<file path="config.mk">
export PLATFORM = sky130hd
export DESIGN_NAME = rob_param
export DESIGN_NICKNAME = d
export VERILOG_FILES = /design/src/rtl/rob_param.sv
export SDC_FILE = /design/constraint.sdc
export NUM_CORES = 2
export LEC_CHECK = 0
export CAP_MARGIN = 20
export CELL_PAD_IN_SITES_DETAIL_PLACEMENT = 0
export CELL_PAD_IN_SITES_GLOBAL_PLACEMENT = 1
export CORE_ASPECT_RATIO = 0.7
export CORE_MARGIN = 4
export CORE_UTILIZATION = 40
export CTS_BUF_LIST = sky130_fd_sc_hd__clkbuf_8
export CTS_CLUSTER_SIZE = 20
export DETAILED_ROUTE_END_ITERATION = 6
export MAX_ROUTING_LAYER = met4
export PLACE_DENSITY = 0.82
export SYNTH_ARGS = -nofsm -noshare
export SYNTH_HDL_FRONTEND = slang
export SYNTH_SLANG_ARGS = --single-unit
</file>
<file path="constraint.sdc">
create_clock -name clk -period 13 [get_ports clk]
set_input_delay 1.3 -clock clk [delete_from_list [all_inputs] [get_ports clk]]
set_output_delay 1.3 -clock clk [all_outputs]
set_load 0.01 [all_outputs]
</file>
<file path="src/rtl/rob_param.sv">
// rob_param: parametrised reorder buffer.
//   Circular buffer of DEPTH entries (busy, done, rt, value) with
//   wrap-bit head/tail pointers.
// Ports:
//   clk, reset            - rising-edge clock, async active-high reset
//   disp_valid/disp_rt    - per-lane dispatch request and target register
//   disp_ready            - all DISP_W lanes can be accepted this cycle
//   disp_idx              - tag each lane would receive (combinational)
//   cdb_valid/idx/data    - result writeback ports
//   flush_valid/flush_idx - mispredict: squash every entry younger than flush_idx
//   commit_we/rt/data/tag - in-order multi-lane retirement to the register file
//   head, count, full, empty - occupancy status
module rob_param #(
  parameter int unsigned DEPTH    = 16,
  parameter int unsigned IDX_W    = 4,
  parameter int unsigned DISP_W   = 4,
  parameter int unsigned CDB_W    = 4,
  parameter int unsigned COMMIT_W = 4,
  parameter int unsigned DATA_W   = 16,
  parameter int unsigned REG_W    = 4
) (
  input  logic                         clk,
  input  logic                         reset,
  input  logic [DISP_W-1:0]            disp_valid,
  input  logic [DISP_W*REG_W-1:0]      disp_rt,
  output logic                         disp_ready,
  output logic [DISP_W*IDX_W-1:0]      disp_idx,
  input  logic [CDB_W-1:0]             cdb_valid,
  input  logic [CDB_W*IDX_W-1:0]       cdb_idx,
  input  logic [CDB_W*DATA_W-1:0]      cdb_data,
  input  logic                         flush_valid,
  input  logic [IDX_W-1:0]             flush_idx,
  output logic [COMMIT_W-1:0]          commit_we,
  output logic [COMMIT_W*REG_W-1:0]    commit_rt,
  output logic [COMMIT_W*DATA_W-1:0]   commit_data,
  output logic [COMMIT_W*IDX_W-1:0]    commit_tag,
  output logic [IDX_W-1:0]             head,
  output logic [IDX_W:0]               count,
  output logic                         full,
  output logic                         empty
);

  localparam int unsigned PW = IDX_W + 1;

  logic [PW-1:0]     head_q, head_d, tail_q, tail_d;
  logic [DEPTH-1:0]  busy_q, busy_d, done_q, done_d;
  logic [REG_W-1:0]  rt_q  [DEPTH];
  logic [REG_W-1:0]  rt_d  [DEPTH];
  logic [DATA_W-1:0] val_q [DEPTH];
  logic [DATA_W-1:0] val_d [DEPTH];

  logic [PW-1:0]     occ;
  logic              flush_ok;
  logic [IDX_W-1:0]  flush_off;
  logic [PW-1:0]     disp_cnt;
  logic [PW-1:0]     n_commit;
  logic [DEPTH-1:0]  squash;
  logic              chain;
  logic [IDX_W-1:0]  cent;
  logic [IDX_W-1:0]  widx;
  logic [IDX_W-1:0]  aidx;

  // Occupancy, flush acceptance and dispatch readiness use registered state
  // only, so a same-cycle commit never opens space for dispatch.
  always_comb begin
    occ        = tail_q - head_q;
    flush_ok   = flush_valid && busy_q[flush_idx];
    flush_off  = flush_idx - head_q[IDX_W-1:0];
    disp_ready = !flush_ok &&
                 (({1'b0, occ} + (PW+1)'(DISP_W)) <= (PW+1)'(DEPTH));
  end

  // Lane i takes tail + (number of valid lanes below it).
  always_comb begin
    disp_cnt = '0;
    disp_idx = '0;
    for (int unsigned i = 0; i < DISP_W; i++) begin
      disp_idx[i*IDX_W +: IDX_W] = tail_q[IDX_W-1:0] + disp_cnt[IDX_W-1:0];
      if (disp_valid[i]) disp_cnt = disp_cnt + PW'(1);
    end
  end

  // Younger than the flushed branch means a larger age offset from head.
  always_comb begin
    squash = '0;
    for (int unsigned i = 0; i < DEPTH; i++) begin
      squash[i] = flush_ok && busy_q[i] &&
                  ((IDX_W'(i) - head_q[IDX_W-1:0]) > flush_off);
    end
  end

  // In-order commit chain. During an accepted flush only entries up to and
  // including the branch may retire, keeping the rewound tail consistent.
  always_comb begin
    chain       = 1'b1;
    cent        = '0;
    n_commit    = '0;
    commit_we   = '0;
    commit_rt   = '0;
    commit_data = '0;
    commit_tag  = '0;
    for (int unsigned j = 0; j < COMMIT_W; j++) begin
      cent  = head_q[IDX_W-1:0] + IDX_W'(j);
      chain = chain && (PW'(j) < occ) && busy_q[cent] && done_q[cent] &&
              !(flush_ok && (IDX_W'(j) > flush_off));
      commit_we[j]                      = chain;
      commit_tag[j*IDX_W +: IDX_W]      = cent;
      commit_rt[j*REG_W +: REG_W]       = rt_q[cent];
      commit_data[j*DATA_W +: DATA_W]   = val_q[cent];
      if (chain) n_commit = n_commit + PW'(1);
    end
  end

  always_comb begin
    head_d = head_q + n_commit;
    tail_d = tail_q;
    busy_d = busy_q;
    done_d = done_q;
    rt_d   = rt_q;
    val_d  = val_q;
    widx   = '0;
    aidx   = '0;

    // Ascending port order: the highest-numbered port writing a tag wins.
    for (int unsigned p = 0; p < CDB_W; p++) begin
      widx = cdb_idx[p*IDX_W +: IDX_W];
      if (cdb_valid[p] && busy_q[widx] && !squash[widx]) begin
        val_d[widx]  = cdb_data[p*DATA_W +: DATA_W];
        done_d[widx] = 1'b1;
      end
    end

    for (int unsigned j = 0; j < COMMIT_W; j++) begin
      if (commit_we[j]) begin
        busy_d[commit_tag[j*IDX_W +: IDX_W]] = 1'b0;
        done_d[commit_tag[j*IDX_W +: IDX_W]] = 1'b0;
      end
    end

    busy_d = busy_d & ~squash;
    done_d = done_d & ~squash;

    if (flush_ok) begin
      tail_d = head_q + {1'b0, flush_off} + PW'(1);
    end else if (disp_ready) begin
      tail_d = tail_q + disp_cnt;
      for (int unsigned i = 0; i < DISP_W; i++) begin
        if (disp_valid[i]) begin
          aidx         = disp_idx[i*IDX_W +: IDX_W];
          busy_d[aidx] = 1'b1;
          done_d[aidx] = 1'b0;
          rt_d[aidx]   = disp_rt[i*REG_W +: REG_W];
        end
      end
    end
  end

  always_ff @(posedge clk or posedge reset) begin
    if (reset) begin
      head_q <= '0;
      tail_q <= '0;
      busy_q <= '0;
      done_q <= '0;
      for (int unsigned i = 0; i < DEPTH; i++) begin
        rt_q[i]  <= '0;
        val_q[i] <= '0;
      end
    end else begin
      head_q <= head_d;
      tail_q <= tail_d;
      busy_q <= busy_d;
      done_q <= done_d;
      for (int unsigned i = 0; i < DEPTH; i++) begin
        rt_q[i]  <= rt_d[i];
        val_q[i] <= val_d[i];
      end
    end
  end

  assign head  = head_q[IDX_W-1:0];
  assign count = occ;
  assign full  = (occ == PW'(DEPTH));
  assign empty = (occ == '0);

endmodule

</file>
==> flow_metrics.py <==
metrics = {
    "finish": {
        "drive_gt1_share_pct": 22.7,
        "stdcell_area_sq_mm": 0.0426,
        "nNetsFinal": 3891,
        "instances_no_fill": 5029,
        "num-fill-cells": 8802,
        "post-route-util_pct": 45.3,
        "syn_to_final_growth_pct": 12.1,
    },
    "sta": {
        "tightest_slew_ns": 1.26,
        "rsz0062_at_grt": "no",
        "period_share_pct": 60.0,
        "setup_viol": 0,
        "finClkSkew_ns": 0.0544,
        "fin_setup_tns_ns": 0,
        "relSlewSlack_pct": 15.8,
        "fmax_mhz": 128,
        "finalHoldViolCount": 0,
        "fin_crit_ns": 7.81,
        "maxSlewViolCount": 0,
    },
    "logic_synthesis": {
        "yosysTopAreaCell": "mux4_2",
        "synth.most_common_cell": "mux4_2",
        "ys_ff_latch": 362,
        "netlist.area_leader.share_pct": 25.5,
        "ys_seq_area_share_pct": 23.8,
        "ys_top_cells_by_area": "mux4_2, dfrtp_1, mux2i_1",
        "ys_async_sr_fraction_pct": 100,
        "netlist_area_sq_mm": 0.0380,
        "synth.distinct_cells": 105,
        "synth_ff_type": "dfrtp_1",
        "synth-edff-count": 0,
        "syn-instance-count": 3735,
        "yosys_warnings": 0,
        "synth_common_cells": "mux4_2, dfrtp_1, mux2i_1, nor2_1, clkbuf_1",
        "syn_area_per_cell_sq_um": 10.2,
    },
    "route": {
        "vias_per_cell": 7.42,
        "ant_nets": 0,
        "drtIter0Drc": 6589,
        "drt_wl_total_mm": 173,
        "first_pass_iters": 7,
        "route.detailed.drc": 55,
        "vias": 37297,
        "wire_per_inst_microns": 34.5,
    },
    "power": {
        "peakVddDrop_mv": 0.244,
        "p_total_mw": 13.9,
        "leakage_nw": 16.8,
        "power_density_mw_per_mm2": 327,
    },
    "global_route": {
        "grt_first_pass_wirelength_mm": 248,
        "grt_max_degree": 161,
        "grt_use_total_pct": 34.5,
        "grt_pass1_vias": 34531,
        "antenna_found_initial": 15,
        "grt_overflow_total": 0,
    },
    "worst_setup_path": {
        "worst_setup_path_end_kind": "output port",
        "arrival_ns": 6.51,
        "cp.required_ns": 11.70,
        "path_class": "reg -> out",
        "worst_setup_path_start_kind": "register",
        "crit_path_max_fanout": 54,
    },
    "cts": {
        "postCtsSetupBuffers": 0,
        "clock_tree.root_cell": "clkbuf_8",
        "clock_sinks": 362,
        "cts_hold_buf": 0,
        "cts_buffers": 67,
        "clk_latency_ns": 0.70,
        "h-tree-depth": 3,
        "cts_tree": "yes",
        "clock_path_buffers": 3,
        "clkTransAtPathRegs_ns": 0.06,
        "post_cts_resized": 0,
    },
    "floorplan": {
        "die_area_sq_mm": 0.100,
        "rows": 94,
        "core-area_sq_mm": 0.0941,
        "ios": 239,
        "initial_utilization_pct": 40.4,
        "die_y_microns": 266,
        "fp.dieW_microns": 376,
    },
    "outcome": {
        "failed_checks": "design-rule violations",
        "status": "finished, violations left",
    },
    "placed_design": {
        "gp_congestion": 1.03,
        "port_buffers": 238,
        "place_inst": 4887,
        "dp_hpwl_mm": 115,
        "placed_area_sq_mm": 0.0411,
    },
    "run": {
        "drv_cap": 0,
    },
    "hold_path": {
        "hp-class": "reg -> reg",
    },
}
==> placed cells by master, fill, tap and decap left out, types with 41 or more instances in the layout <==
master           instances
o211ai_1                79
o21ai_1                 89
a21oi_1                121
a31oi_1                 41
mux4_2                 430
a22oi_1                165
a211oi_1               107
inv_1                   65
nor2_1                 290
a21o_1                  71
nand3_1                 72
buf_4                   82
ha_1                    58
clkbuf_8                85
dfrtp_1                359
o21ai_0                172
clkdlybuf4s50_1        238
mux2i_1                316
nand2_1                254
mux2_2                 141
==> cell type report <==
type | instances | area [sq um] | share of cell area (%)
Multi-Input combinational cell | 2900 | 27200 | 63.8
Sequential cell | 362 | 9070 | 21.3
Timing Repair Buffer | 328 | 3150 | 7.38
Tap cell | 1248 | 1560 | 3.66
Clock buffer | 85 | 1170 | 2.75
Inverter | 54 | 210 | 0.493
Clock inverter | 33 | 209 | 0.490
Antenna cell | 19 | 47.5 | 0.112
==> sequential cells by signal, summed over array words and instances (netlist names) <==
name,count
tail_q,5
done_q,16
busy_q,16
head_q,5
rt_q,64
val_q,256
==> path summary, 6_finish.rpt <==
kind | startpoint | to | slack [ns] | cells after the start
max | head_q[1] | commit_we[3] | 5.19 | 11
min | head_q[4] | head_q[4] | 0.55 | 1
max reg2reg | head_q[1] | val_q[246] | 5.70 | 14
min reg2reg | head_q[4] | head_q[4] | 0.55 | 1
max in group asynchronous | reset | rt_q[18] | 10.29 | 3
min in group asynchronous | reset | val_q[1] | 1.13 | 2
==> report_power, final <==
group	internal, mW	switching [mW]	total, mW
Clock	0.629	0.576	1.21
Sequential	1.67	1.02	2.69
Combinational	4.94	5.08	10.0
Total	7.24	6.68	13.9
==> per-stage QoR <==
stage / hold WS, ns / worst slack [ns]
global placement: 0.546 / 5.87
global route: 0.581 / 4.93
finish: 0.547 / 5.19
floorplan: 0.503 / 1.65
CTS: 0.563 / 5.21
detailed placement: 0.555 / 5.86
==> routing by layer <==
layer	part of all wire, %	up-vias	track usage, %
li1	-	14617	-
met1	37	18361	44.9
met2	40	3662	45.0
met3	18	657	17.5
met4	4.9	0	14.3
met5	0	-	-
==> critical path, cell delays in order (launching register included) <==
cell and delay (ns):
dfrtp_4 1.04, inv_1 0.66, ha_1 0.45, a21oi_1 0.35, xnor2_4 0.15, buf_4 0.61
inv_2 0.28, mux4_2 0.42, mux2i_1 0.08, a211oi_1 0.37, and2_1 0.72, clkdlybuf4s50_1 0.68
==> cell families after synthesis <==
| logic type | count (synthesis) | synth area share [%] |
|---|---|---|
| adders and majority gates | 67 | 2.34 |
| other | 1 | 0.00987 |
| buffers and inverters | 474 | 5.27 |
| and+or+nand+nor | 868 | 10.9 |
| DFF | 362 | 23.8 |
| xor gates and xnor gates | 38 | 1.06 |
| AOI/OAI and AO/OA | 1030 | 18.3 |
| muxes | 895 | 38.2 |
Note: power is estimated with default switching activity, not from simulation.
